$ cat src/rtl/freq_setpoint_ctrl_pkg.sv
// -----------------------------------------------------------------------------
// freq_ctrl_pkg
// Shared constants and encodings for the frequency setpoint controller:
// range limits/steps, range (mode) encoding, button FSM states and step
// direction. No ports.
// -----------------------------------------------------------------------------
package freq_ctrl_pkg;

  localparam int FREQ_W = 12;

  localparam logic [FREQ_W-1:0] LO_MIN  = 12'd1;
  localparam logic [FREQ_W-1:0] LO_MAX  = 12'd100;
  localparam logic [FREQ_W-1:0] LO_STEP = 12'd1;
  localparam logic [FREQ_W-1:0] HI_MIN  = 12'd1000;
  localparam logic [FREQ_W-1:0] HI_MAX  = 12'd2000;
  localparam logic [FREQ_W-1:0] HI_STEP = 12'd100;

  typedef enum logic {
    MODE_LO = 1'b0,   // 1..100 Hz
    MODE_HI = 1'b1    // 1000..2000 Hz
  } mode_e;

  typedef enum logic [1:0] {
    ST_IDLE   = 2'd0,
    ST_HOLD   = 2'd1,
    ST_REPEAT = 2'd2
  } btn_state_e;

  typedef enum logic [1:0] {
    DIR_NONE = 2'd0,
    DIR_UP   = 2'd1,
    DIR_DN   = 2'd2
  } dir_e;

endpackage

$ cat src/rtl/freq_setpoint_ctrl_if.sv
// -----------------------------------------------------------------------------
// freq_setpoint_ctrl_if
// Valid/ready setpoint channel from the controller to the generator.
//   set_valid : set_freq holds a setpoint not yet accepted
//   set_ready : generator accepts the setpoint this cycle
//   set_freq  : setpoint in Hz
// master = controller side, slave = generator side.
// -----------------------------------------------------------------------------
interface freq_setpoint_ctrl_if;
  import freq_ctrl_pkg::*;

  logic              set_valid;
  logic              set_ready;
  logic [FREQ_W-1:0] set_freq;

  modport master (output set_valid, output set_freq, input set_ready);
  modport slave  (input  set_valid, input  set_freq, output set_ready);
endinterface

$ cat src/rtl/freq_setpoint_ctrl_btn_repeat.sv
// -----------------------------------------------------------------------------
// btn_repeat
// Converts debounced up/down button levels into one-cycle step pulses:
// one step on press, first auto-repeat step REPEAT_DLY cycles later, then
// one every REPEAT_PER cycles while held. A second button pressed during a
// hold aborts the hold without stepping.
// Ports:
//   i_clk, i_rst_n         : clock, asynchronous active-low reset
//   i_btn_up, i_btn_dn     : debounced button levels
//   o_step_up, o_step_dn   : registered single-cycle step pulses
// -----------------------------------------------------------------------------
module btn_repeat
  import freq_ctrl_pkg::*;
#(
  parameter int REPEAT_DLY = 25_000_000,
  parameter int REPEAT_PER = 5_000_000
) (
  input  logic i_clk,
  input  logic i_rst_n,
  input  logic i_btn_up,
  input  logic i_btn_dn,
  output logic o_step_up,
  output logic o_step_dn
);

  localparam int CNT_MAX = (REPEAT_DLY > REPEAT_PER) ? REPEAT_DLY : REPEAT_PER;
  localparam int CNT_W   = $clog2(CNT_MAX + 1);
  localparam logic [CNT_W-1:0] DLY_LAST = CNT_W'(REPEAT_DLY - 1);
  localparam logic [CNT_W-1:0] PER_LAST = CNT_W'(REPEAT_PER - 1);

  logic             r_up_d;
  logic             r_dn_d;
  btn_state_e       r_state;
  dir_e             r_dir;
  logic [CNT_W-1:0] r_cnt;

  logic w_rise_up;
  logic w_rise_dn;
  logic w_act_lvl;
  logic w_oth_lvl;

  assign w_rise_up = i_btn_up & ~r_up_d;
  assign w_rise_dn = i_btn_dn & ~r_dn_d;
  // Level of the button that started the hold, and of the other one.
  assign w_act_lvl = (r_dir == DIR_UP) ? i_btn_up : i_btn_dn;
  assign w_oth_lvl = (r_dir == DIR_UP) ? i_btn_dn : i_btn_up;

  always_ff @(posedge i_clk or negedge i_rst_n) begin
    if (!i_rst_n) begin
      r_up_d    <= 1'b0;
      r_dn_d    <= 1'b0;
      r_state   <= ST_IDLE;
      r_dir     <= DIR_NONE;
      r_cnt     <= '0;
      o_step_up <= 1'b0;
      o_step_dn <= 1'b0;
    end else begin
      r_up_d    <= i_btn_up;
      r_dn_d    <= i_btn_dn;
      o_step_up <= 1'b0;
      o_step_dn <= 1'b0;
      case (r_state)
        ST_IDLE: begin
          // A press counts only if the other button is low, which also
          // rejects simultaneous presses and presses while the other is held.
          if (w_rise_up && !i_btn_dn) begin
            r_state   <= ST_HOLD;
            r_dir     <= DIR_UP;
            r_cnt     <= '0;
            o_step_up <= 1'b1;
          end else if (w_rise_dn && !i_btn_up) begin
            r_state   <= ST_HOLD;
            r_dir     <= DIR_DN;
            r_cnt     <= '0;
            o_step_dn <= 1'b1;
          end
        end
        ST_HOLD, ST_REPEAT: begin
          if (!w_act_lvl || w_oth_lvl) begin
            r_state <= ST_IDLE;
            r_dir   <= DIR_NONE;
          end else if (r_cnt == ((r_state == ST_HOLD) ? DLY_LAST : PER_LAST)) begin
            r_state   <= ST_REPEAT;
            r_cnt     <= '0;
            o_step_up <= (r_dir == DIR_UP);
            o_step_dn <= (r_dir == DIR_DN);
          end else begin
            r_cnt <= r_cnt + CNT_W'(1);
          end
        end
        default: begin
          r_state <= ST_IDLE;
          r_dir   <= DIR_NONE;
        end
      endcase
    end
  end

endmodule

$ cat src/rtl/freq_setpoint_ctrl.sv
// -----------------------------------------------------------------------------
// freq_setpoint_ctrl
// Turns button steps into frequency setpoints over two ranges with
// cross-range wrap, and offers each setpoint to the generator over a
// valid/ready channel with a one-deep deferred step.
// Ports:
//   i_clk, i_rst_n         : clock, asynchronous active-low reset
//   i_btn_up, i_btn_dn     : debounced button levels
//   set_if (master)        : set_valid/set_freq out, set_ready in
//   o_cur_freq             : latest committed setpoint (display)
//   o_mode                 : range, 0 = 1..100 Hz, 1 = 1000..2000 Hz
//   o_busy                 : transfer outstanding or step deferred
// -----------------------------------------------------------------------------
module freq_setpoint_ctrl
  import freq_ctrl_pkg::*;
#(
  parameter int REPEAT_DLY = 25_000_000,
  parameter int REPEAT_PER = 5_000_000
) (
  input  logic               i_clk,
  input  logic               i_rst_n,
  input  logic               i_btn_up,
  input  logic               i_btn_dn,
  freq_setpoint_ctrl_if.master set_if,
  output logic [FREQ_W-1:0]  o_cur_freq,
  output logic               o_mode,
  output logic               o_busy
);

  // Returns {mode, freq} after one step in direction d.
  function automatic logic [FREQ_W:0] step_freq(input logic [FREQ_W-1:0] f,
                                                input logic m, input dir_e d);
    logic              m_n;
    logic [FREQ_W-1:0] f_n;
    m_n = m;
    f_n = f;
    if (d == DIR_UP) begin
      if (m == MODE_LO) begin
        if (f >= LO_MAX) begin m_n = MODE_HI; f_n = HI_MIN; end
        else             f_n = f + LO_STEP;
      end else begin
        if (f >= HI_MAX) begin m_n = MODE_LO; f_n = LO_MIN; end
        else             f_n = f + HI_STEP;
      end
    end else if (d == DIR_DN) begin
      if (m == MODE_LO) begin
        if (f <= LO_MIN) begin m_n = MODE_HI; f_n = HI_MAX; end
        else             f_n = f - LO_STEP;
      end else begin
        if (f <= HI_MIN) begin m_n = MODE_LO; f_n = LO_MAX; end
        else             f_n = f - HI_STEP;
      end
    end
    return {m_n, f_n};
  endfunction

  logic w_step_up;
  logic w_step_dn;

  btn_repeat #(
    .REPEAT_DLY (REPEAT_DLY),
    .REPEAT_PER (REPEAT_PER)
  ) u_btn_repeat (
    .i_clk     (i_clk),
    .i_rst_n   (i_rst_n),
    .i_btn_up  (i_btn_up),
    .i_btn_dn  (i_btn_dn),
    .o_step_up (w_step_up),
    .o_step_dn (w_step_dn)
  );

  logic              r_init_done;
  logic              r_valid;
  logic [FREQ_W-1:0] r_set_freq;
  logic [FREQ_W-1:0] r_cur_freq;
  logic              r_mode;
  dir_e              r_defer;
  logic              r_busy;

  dir_e              w_step_dir;
  dir_e              w_eff_dir;
  logic              w_xfer;
  logic [FREQ_W:0]   w_stepped;
  logic              w_apply;
  logic              w_nxt_valid;
  dir_e              w_nxt_defer;

  always_comb begin
    w_step_dir  = w_step_up ? DIR_UP : (w_step_dn ? DIR_DN : DIR_NONE);
    w_xfer      = r_valid & set_if.set_ready;
    // A step arriving this cycle is newer than any deferred one.
    w_eff_dir   = (w_step_dir != DIR_NONE) ? w_step_dir : r_defer;
    w_stepped   = step_freq(r_cur_freq, r_mode, w_eff_dir);
    w_apply     = 1'b0;
    w_nxt_valid = r_valid;
    w_nxt_defer = r_defer;
    if (!r_init_done) begin
      // First cycle out of reset: offer the reset setpoint to align the generator.
      w_nxt_valid = 1'b1;
    end else if (r_valid) begin
      if (w_xfer) begin
        w_nxt_defer = DIR_NONE;
        if (w_eff_dir != DIR_NONE) w_apply = 1'b1;
        else                       w_nxt_valid = 1'b0;
      end else begin
        w_nxt_defer = w_eff_dir;
      end
    end else if (w_step_dir != DIR_NONE) begin
      w_apply     = 1'b1;
      w_nxt_valid = 1'b1;
    end
  end

  always_ff @(posedge i_clk or negedge i_rst_n) begin
    if (!i_rst_n) begin
      r_init_done <= 1'b0;
      r_valid     <= 1'b0;
      r_set_freq  <= LO_MIN;
      r_cur_freq  <= LO_MIN;
      r_mode      <= MODE_LO;
      r_defer     <= DIR_NONE;
      r_busy      <= 1'b0;
    end else begin
      r_init_done <= 1'b1;
      r_valid     <= w_nxt_valid;
      r_defer     <= w_nxt_defer;
      r_busy      <= w_nxt_valid | (w_nxt_defer != DIR_NONE);
      if (w_apply) begin
        r_mode     <= w_stepped[FREQ_W];
        r_cur_freq <= w_stepped[FREQ_W-1:0];
        r_set_freq <= w_stepped[FREQ_W-1:0];
      end
    end
  end

  assign set_if.set_valid = r_valid;
  assign set_if.set_freq  = r_set_freq;
  assign o_cur_freq       = r_cur_freq;
  assign o_mode           = r_mode;
  assign o_busy           = r_busy;

endmodule

$ cat src/flat_wrapper.sv
// flat-port wrapper written by rule: the top's interface ports become plain ports
module freq_setpoint_ctrl_flat import freq_ctrl_pkg::*;
#(
  parameter int REPEAT_DLY = 25_000_000,
  parameter int REPEAT_PER = 5_000_000
)
  (i_clk, i_rst_n, i_btn_up, i_btn_dn, o_cur_freq, o_mode, o_busy, set_if_set_valid, set_if_set_freq, set_if_set_ready);
  freq_setpoint_ctrl_if set_if_i ();
  input  logic i_clk;
  input  logic i_rst_n;
  input  logic i_btn_up;
  input  logic i_btn_dn;
  output logic [FREQ_W-1:0] o_cur_freq;
  output logic o_mode;
  output logic o_busy;
  output wire logic [$bits(set_if_i.set_valid)-1:0] set_if_set_valid;
  output wire logic [$bits(set_if_i.set_freq)-1:0] set_if_set_freq;
  input wire logic [$bits(set_if_i.set_ready)-1:0] set_if_set_ready;
  assign set_if_set_valid = set_if_i.set_valid;
  assign set_if_set_freq = set_if_i.set_freq;
  assign set_if_i.set_ready = set_if_set_ready;
  freq_setpoint_ctrl #(.REPEAT_DLY(REPEAT_DLY), .REPEAT_PER(REPEAT_PER)) u_core (.i_clk(i_clk), .i_rst_n(i_rst_n), .i_btn_up(i_btn_up), .i_btn_dn(i_btn_dn), .set_if(set_if_i), .o_cur_freq(o_cur_freq), .o_mode(o_mode), .o_busy(o_busy));
endmodule
$ cat config.mk
export PLATFORM = sky130hd
export DESIGN_NAME = freq_setpoint_ctrl_flat
export DESIGN_NICKNAME = d
export VERILOG_FILES = /design/src/rtl/freq_setpoint_ctrl_pkg.sv /design/src/rtl/freq_setpoint_ctrl_if.sv /design/src/rtl/freq_setpoint_ctrl_btn_repeat.sv /design/src/rtl/freq_setpoint_ctrl.sv /design/src/flat_wrapper.sv
export SDC_FILE = /design/constraint.sdc
export NUM_CORES = 1
export LEC_CHECK = 0
export ABC_AREA = 1
export CORE_MARGIN = 3
export CORE_UTILIZATION = 50
export CTS_BUF_LIST = sky130_fd_sc_hd__clkbuf_2
export DETAILED_ROUTE_END_ITERATION = 10
export PLACE_DENSITY = 0.7
export SYNTH_ARGS = -nofsm -noshare
export SYNTH_HDL_FRONTEND = slang
export SYNTH_SLANG_ARGS = --single-unit
$ cat constraint.sdc
create_clock -name i_clk -period 2.5 [get_ports i_clk]
set_input_delay 0.5 -clock i_clk [delete_from_list [all_inputs] [get_ports i_clk]]
set_output_delay 0.5 -clock i_clk [all_outputs]
set_load 0.02 [all_outputs]
* Word-level counts from Yosys, hierarchy flattened
Index checks and enable logic that the tools add are counted.
** Storage, ports and cells
- Input bits :: 5
- Flip-flop bits (word level) :: 51
- Word-level logic and storage cells :: 112
- Output and inout bits :: 27
- Bits in read-only memories :: 0
- Bits in latches :: 0
- Memories kept :: 0
- Bits in writable memories :: 0
** Cells by class
- Add/subtract/negate cells :: 5
- $mul :: 0
- Reduce and logical (&&, ||, !) cells :: 17
- Order comparisons :: 4
- Muxes and demuxes :: 56
- Shift operators :: 0
- Equality and inequality tests :: 11
- Bitwise operators :: 6
- Div/mod/pow operators :: 0
** Operator list (number)
- $mux W25 :: 5
- $mux W12 :: 8
- $pmux W25 S2 :: 1
- $mux W2 :: 13
- $add A25 B1 Y25 const B :: 1
- $eq A25 B25 Y1 :: 1
- $mux W1 :: 25
- $add A12 B1 Y12 const B :: 1
- $add A12 B7 Y12 const B :: 1
- $ge A12 B11 Y1 const B :: 1
- $ge A12 B7 Y1 const B :: 1
- $le A12 B1 Y1 const B :: 1
- $le A12 B10 Y1 const B :: 1
- $sub A12 B1 Y12 const B :: 1
- $sub A12 B7 Y12 const B :: 1
- $reduce_bool A2 Y1 :: 5
- $pmux W2 S2 :: 2
- $eq A2 B1 Y1 const B :: 3
- $eq A2 B2 Y1 const B :: 3
- $ne A3 B3 Y1 const B :: 2
- $reduce_and A2 Y1 :: 3
- $ne A2 B2 Y1 const B :: 2
- $pmux W1 S2 :: 2
- $and A1 B1 Y1 :: 3
- other kinds (8) :: 12

* Longest topological paths before layout
Gate-level depths: netlist of the first run.
- Depth after elaboration :: 10
- Gate-level depth with buffers :: 14
- Mapped depth without buffers :: 14

* Hierarchy
A second synthesis of the first run with hierarchy kept.
** Unflattened totals
- Cells, all modules :: 669
- Area, all modules :: 4354.2 µm²
** Modules (own cells, without submodules)
- btn_repeat :: instances 1, area an instance 2179.6 µm², sequential area each 825.8 µm², cells an instance 326
- freq_setpoint_ctrl :: instances 1, area an instance 2174.6 µm², sequential area each 451.7 µm², cells an instance 343

* Worst setup path before layout of the first run
OpenSTA, ideal clock, no wires.
- Kind :: register to register
- Start :: register u_core.set_if.set_freq[2] (netlist name)
- End :: register u_core.r_set_freq[3], in the netlist u_core.set_if.set_freq[3]
- Period minus slack after synthesis :: 1872 ps
- Slack :: 628 ps
- Required time :: 2382 ps
- Stages on the path, launching flop included :: 13
- Arrival time :: 1754 ps
- Setup time :: 118 ps
- Buffers on the path :: 1
- Path through :: dfrtp_1 buf_2 inv_1 ha_1 nand2_1 nand2_2 nand2_2 nor2_4 nand2_2 o21ai_0 nand3_1 nor2_1 nor2_1
** RTL lines
- end signal: assignment :: line freq_setpoint_ctrl.sv:131 : r_set_freq <= w_stepped[FREQ_W-1:0];
- end: declaration :: line freq_setpoint_ctrl.sv:74 : logic [FREQ_W-1:0] r_set_freq;

* Worst setup path after layout of the first run
- Start :: register u_core.r_set_freq[5], in the netlist u_core.set_if.set_freq[5]
- End :: output port set_if_set_freq[5]
** RTL lines
- end: declaration :: line flat_wrapper.sv:17 : output wire logic [$bits(set_if_i.set_freq)-1:0] set_if_set_freq;
No word-level cell between the ends.

==> summary.md, run 1 <==
| Metric | Value |
|---|---|
| Initial antenna violation count | 0 |
| Final Cycle Share | 95.09% |
| Logic pwr share | 62.4% |
| Detail Route Antenna Nets | 0 |
| Seq/Total Area, Yosys | 29.54% |
| Synthesized area | 4324 sq um |
| Ant. Diodes | 0 |
| Leak Pwr | 2.270 nW |
| Largest net degree at the start of global routing | 30 |
| Via count | 4299 |
| Kind of critical path | register to output port |
| Total track usage | 23.59% |
| Actual slew at the worst max-slew pin | 0.5513 ns |
| Cts bufs inserted | 5 |
| Row cnt | 33 |
| Worst skew pair latency | 0.45 ns |
| Synth Register Bits | 51 |
| Post-CTS Repair Setup Buffers | 0 |
| Final setup fails | 0 |
| Clock Tree Root | clkbuf_2 |
| Worst Path Required | 2.00 ns |
| Max_cap viols | 0 |
| Final worst slack | 0.1228 ns |
| Wire per inst | 13.90 microns |
| Routability cong. | 1.007 |
| Chip width | 99.00 microns |
| Peak VDD IR | 921.7 uV |
| First-pass GRT wire length | 19370 microns |
| Vias in the first global route | 4223 |
| Clock share of power | 9.3% |
| TritonRoute pass-1 iters | 5 |
| NetSw | 2.483 mW |
| Ports | 32 |
| Hold buffer count at cts | 1 |
| Longest Clk Path Bufs | 2 |
| CTS H-tree lvls | 2 |
| Core Box Area | 8299 sq um |
| CTS tree | built |
| Sinks on Clock Net | 51 |
| PortBufs | 31 |
| Max Clock Skew | 0.03322 ns |
| Cell family with most CP delay | flip-flops |
| Crit-path cells | clkdlybuf4s50_1 |
| Internal power | 2.218 mW |
| Nature of the critical path endpoint | output port |
| Die area | 9800 sq um |
| CP max stage cell | dfrtp_1 |
| Synth warn | 0 |
| Clock transition at path regs | 0.25 ns |
| PD cells | 995.0 nW/um^2 |
| Post-route minimum period | 2.377 ns |
| CP max stage delay | 0.74 ns |
| Most common cell after layout, fill and taps aside | nand2_1 |
| Synth Net Count | 693 |
| Status | completed |
| Routed WL | 11050 microns |
| Final hold violation count | 0 |
| Worst slack at placement | 0.2957 ns |
| Crit path max fanout | 11 |
| DR iter-0 viols | 165 |
| Fmax achieved | 0.4207 GHz |
| Crit path DAT | 1.88 ns |
| Sw Share | 52.82% |
| DP Wirelength | 8489 microns |
| Quantity of gates resized following cts | 0 |
| Commonest non-fill, non-tap cells in the layout | nand2_1, nor2_1, inv_1 |
| Final TNS setup | 0 ns |
| Bufs and invs on worst path | 1 |
| Synth Instances | 673 |
| Layout cells sized above 1 | 8.696% |
| DR vias/cell | 5.408 |
| Mean post-synth cell area | 6.425 sq um |
| Die Ht | 99.00 microns |
| Initial core utilization | 52.10% |
| P&R area growth vs syn | 9.259% |
| CP startpoint kind | register |
| RSZ-0062 raised after global routing | false |
| GRT overflow | 0 |
| Residual DRC | 0 |
| HP Class | input port to register |
| Synth cell types | 40 |
| Layout Nets | 710 |
| Slew headroom | 63.25% |
| Flop pwr share | 28.3% |
| Final Slew Violations | 0 |
==> routing by layer <==
layer | share of wire, % | track usage, % | vias up
met5 | 0 | 0 | -
met4 | 3.9 | 10.92 | 0
met3 | 5.5 | 2.406 | 34
met2 | 49 | 40.44 | 152
met1 | 42 | 29.79 | 1963
li1 | - | - | 2150
==> flip-flops by register name (all words and copies together), names as in the netlist <==
| name | flops |
|---|---|
| u_core.u_btn_repeat.r_state | 2 |
| u_core.u_btn_repeat.o_step_up | 1 |
| u_core.o_busy | 1 |
| u_core.r_defer | 2 |
| u_core.r_init_done | 1 |
| u_core.u_btn_repeat.r_dir | 2 |
| u_core.u_btn_repeat.o_step_dn | 1 |
| u_core.set_if.set_valid | 1 |
| u_core.o_mode | 1 |
| u_core.u_btn_repeat.r_cnt | 25 |
| u_core.u_btn_repeat.r_up_d | 1 |
| u_core.u_btn_repeat.r_dn_d | 1 |
| u_core.set_if.set_freq | 12 |
==> cells in the mapped netlist <==
cell type	instances	area, sq um
inv_1	75	281.5
a21oi_2	1	8.760
clkbuf_1	2	7.510
o21ai_0	23	115.1
nand3_2	1	10.01
nand2_4	3	33.78
dfstp_2	1	26.28
and2_1	1	6.260
o21bai_1	1	7.510
or2_1	1	6.260
a21oi_4	2	32.53
buf_2	10	50.05
a21boi_0	1	7.510
conb_1	1	3.750
o21ai_2	1	8.760
a21oi_1	16	80.08
o211ai_1	1	7.510
nor3_1	17	85.08
nand2_1	201	754.5
ha_1	15	187.7
dfrtp_1	50	1251
clkinv_1	1	3.750
nand4_2	1	12.51
nand2_2	10	62.56
nor3b_1	1	7.510
xor2_1	9	78.83
nand4_1	18	112.6
nor2_2	5	31.28
nand3_1	74	370.4
inv_2	3	11.26
o21ai_1	4	20.02
nor2_1	88	330.3
o21bai_2	2	22.52
nand3b_1	2	15.01
or2_2	2	12.51
inv_4	2	12.51
nor2_4	6	67.56
nor3_2	2	20.02
buf_6	5	56.30
buf_4	14	105.1
==> cells by family after synthesis <==
logic type / Yosys count / share of synthesized area (%)
compound gates: 52 / 7.176
flops: 51 / 29.54
fa+ha+maj: 15 / 4.340
buf+inv: 112 / 12.21
xor+xnor: 9 / 1.823
other cells: 1 / 0.08672
simple gates: 433 / 44.82
==> final cells by class <==
cell class              instances  area (sq um)
clock buffers                   5         25.02
well taps                     105         131.4
repair buffers                 41         420.4
inverters                      81         309.0
fillers                       841          3575
clock inverters                 2         37.54
flip-flops and latches         51          1277
multi-input cells             510          2524
==> through the flow <==
stage          hold WS (ns)  area [sq um]  instances  util, %  power (mW)
4_1_cts              0.4505          4725        795    56.93       4.695
6_report             0.4904          4725        795    56.93       4.701
5_1_grt              0.4414          4725        795    56.93       5.099
3_3_place_gp         0.4746          4652        787    56.05       4.215
3_5_place_dp         0.4846          4652        787    56.05       4.252
2_1_floorplan        0.2044          4324        673        -       3.457
==> power groups by stage <==
stage	sequential [mW]	clock [mW]	combinational [mW]
after floorplan	1.30	0	2.16
after global placement	1.33	0	2.88
after detailed placement	1.34	0	2.91
after CTS	1.33	0.449	2.92
after global routing	1.37	0.486	3.24
final	1.33	0.437	2.93
==> worst paths after layout <==
kind | start | to | slack [ns] | depth (start not counted)
max in group asynchronous | i_rst_n | u_core.set_if.set_freq[0] | 1.31 | 3
hold / removal | i_btn_up | u_core.u_btn_repeat.r_up_d | 0.49 | 1
setup reg to reg | u_core.set_if.set_freq[0] | u_core.set_if.set_freq[6] | 0.39 | 14
setup / recovery | u_core.set_if.set_freq[5] | set_if_set_freq[5] | 0.12 | 1
min in group asynchronous | i_rst_n | u_core.u_btn_repeat.r_cnt[15] | 0.53 | 2
hold reg to reg | u_core.r_init_done | u_core.set_if.set_valid | 0.53 | 1
Power figures use the tool's default switching activity.
==> run 2: changes to the inputs <==
Settings changed: CTS_CLUSTER_SIZE set to 24.
==> results of run 2 <==
No change in the layout: final DEF, timing and power equal those of run 1.
==> run 3: changes to the inputs <==
Settings changed: PLACE_DENSITY 0.7 to unset, PLACE_DENSITY_LB_ADDON set to 0.12.
==> run 3 against run 2 <==
  * Die area is the same
  * Count of clock-buffer cells in the layout unchanged
  * Via count decreased by 0.98%
  * Worst setup slack improved by 0.086 ns
  * Wire length up 0.22%
  * Fmax up 3.7%
  * Final area decreased by 0.61%
  * Critical path type unchanged
  * Largest power group unchanged
  * Highest routed layer unchanged
==> summary.md, run 3 (synthesis results as in run 1) <==
| Metric | Value |
|---|---|
| Crit path DAT | 1.79 ns (-0.09 ns) |
| Leak Pwr | 2.255 nW (-0.66%) |
| PortBufs | 31 (unchanged) |
| Die area | 9800 sq um (unchanged) |
| Sinks on Clock Net | 51 (unchanged) |
| Status | completed |
| Wire per inst | 13.91 microns (about the same) |
| Final worst slack | 0.2085 ns (+0.08567 ns) |
| Vias in the first global route | 3986 (-5.6%) |
| PD cells | 974.7 nW/um^2 (-2.0%) |
| CTS tree | built |
| Layout Nets | 710 (unchanged) |
| Residual DRC | 0 (unchanged) |
| Most flops, register | u_core.u_btn_repeat.r_cnt |
| Largest net degree at the start of global routing | 30 (unchanged) |
| HP Class | input port to register |
| Crit path max fanout | 11 (unchanged) |
| R2r worst-path depth | 12 (-2) |
| Via count | 4257 (-0.98%) |
| Die Ht | 99.00 microns (unchanged) |
| Max FFs per register | 25 (unchanged) |
| Worst slack at placement | 0.2022 ns (-0.09350 ns) |
| Kind of critical path | register to output port |
| Initial core utilization | 52.10% (unchanged) |
| Crit-path cells | clkdlybuf4s50_1 |
| Fmax achieved | 0.4364 GHz (+3.7%) |
| CP max stage delay | 0.69 ns (-0.05 ns) |
| CP startpoint kind | register |
| First-pass GRT wire length | 18980 microns (-2.0%) |
| P&R area growth vs syn | 8.594% |
| Max Clock Skew | 0.03871 ns (+0.005483 ns) |
| Max_cap viols | 0 (unchanged) |
| WHS Path Cells | 1 (unchanged) |
| Final TNS setup | 0 ns (unchanged) |
| Bufs and invs on worst path | 1 (unchanged) |
| Longest Clk Path Bufs | 2 (unchanged) |
| Detail Route Antenna Nets | 0 (unchanged) |
| Layout cells sized above 1 | 8.973% (+0.28 points) |
| Cts bufs inserted | 5 (unchanged) |
| Ports | 32 (unchanged) |
| Post-DP Area | 4639 sq um (-0.27%) |
| Worst skew pair latency | 0.44 ns (about the same) |
| DR iter-0 viols | 197 (+19%) |
| Worst Path Required | 2.00 ns (about the same) |
| Commonest non-fill, non-tap cells in the layout | nand2_1, nor2_1, inv_1 |
| Final Cycle Share | 91.66% (-3.4 points) |
| Core Box Area | 8299 sq um (unchanged) |
| Crit path depth | 1 (unchanged) |
| Post-route minimum period | 2.292 ns (-0.08567 ns) |
| CTS H-tree lvls | 2 (unchanged) |
| GRT overflow | 0 (unchanged) |
| Slew headroom | 60.52% (-2.7 points) |
| RSZ-0062 raised after global routing | false |
| Nature of the critical path endpoint | output port |
| CP max stage cell | clkdlybuf4s50_1 |
| Actual slew at the worst max-slew pin | 0.5923 ns (+0.04097 ns) |
| Routability cong. | 0.9480 (-5.9%) |
| Final setup fails | 0 (unchanged) |
| Most common cell after layout, fill and taps aside | nand2_1 |
| DP Wirelength | 8516 microns (+0.32%) |
| TritonRoute pass-1 iters | 5 (unchanged) |
| Clock transition at path regs | 0.28 ns (+0.03 ns) |
| Clock Tree Root | clkbuf_2 |
| Post-Route Utilization | 56.58% (-0.35 points) |
| Initial antenna violation count | 0 (unchanged) |
| Total track usage | 23.54% (-0.056 points) |
| Peak VDD IR | 557.4 uV (-40%) |
| Chip width | 99.00 microns (unchanged) |
| Post-Layout Inst Area | 4696 sq um (-0.61%) |
| DR vias/cell | 5.348 (-1.1%) |
| Final hold violation count | 0 (unchanged) |
| Ant. Diodes | 0 (unchanged) |
| Final Slew Violations | 0 (unchanged) |
| Routed WL | 11070 microns (+0.22%) |
| Row cnt | 33 (unchanged) |
| Cell family with most CP delay | buffers and inverters |
==> run 3: cell types whose count changed in the layout (fill, tap and decap cells not counted), sizes merged <==
cell      change
clkinvlp      +1
bufinv        -1
clkinv        +1
==> run 3: timing repair <==
action / 4_1_cts / 5_1_grt
resized for setup: 0 / 1
hold buffers: 1 / 0
endpoints found under the setup margin: 0 / 2
endpoints found under the hold margin: 4 / 0
setup buffers: 0 / 0
==> run 3: per-layer routing <==
metal / vias up / global-route usage [%] / wire length (microns) / part of all wire, %
li1: 2153 / - / - / -
met1: 1933 / 30.29 / 4708 / 43
met2: 147 / 39.67 / 5430 / 49
met3: 24 / 2.477 / 622 / 5.6
met4: 0 / 10.82 / 312 / 2.8
met5: - / 0 / 0 / 0
==> run 3: final cells by class <==
| type | count | area (sq um) |
|---|---|---|
| clock buffers | 5 | 25.02 |
| clock inverters | 3 | 20.02 |
| fillers | 803 | 3603 |
| inverters | 81 | 309.0 |
| multi-input cells | 510 | 2524 |
| flip-flops and latches | 51 | 1279 |
| well taps | 105 | 131.4 |
| repair buffers | 41 | 407.9 |
==> run 3: final timing paths <==
kind                                                start                            to  slack, ns
worst max-delay path            u_core.set_if.set_freq[4]                 o_cur_freq[4]       0.21
worst min-delay path                             i_btn_up    u_core.u_btn_repeat.r_up_d       0.50
worst max register to register  u_core.set_if.set_freq[0]     u_core.set_if.set_freq[7]       0.36
worst min register to register         u_core.r_init_done       u_core.set_if.set_valid       0.51
max in group asynchronous                         i_rst_n     u_core.set_if.set_freq[0]       1.33
min in group asynchronous                         i_rst_n  u_core.u_btn_repeat.r_cnt[5]       0.54
==> run 3: report_power, final <==
group          internal, mW  leakage, nW  switching (mW)  total, mW
logic                  1.06         1.57            1.86       2.91
registers             0.989        0.660           0.341       1.33
clock network        0.0661       0.0250           0.266      0.332
==> run 3: through the flow <==
step / hold WS [ns] / instances / power (mW)
detailed placement: 0.4810 / 787 / 4.226
global placement: 0.4681 / 787 / 4.217
global route: 0.4407 / 796 / 4.981
CTS: 0.4639 / 796 / 4.575
finish: 0.4967 / 796 / 4.577
floorplan: 0.2044 / 673 / 3.457
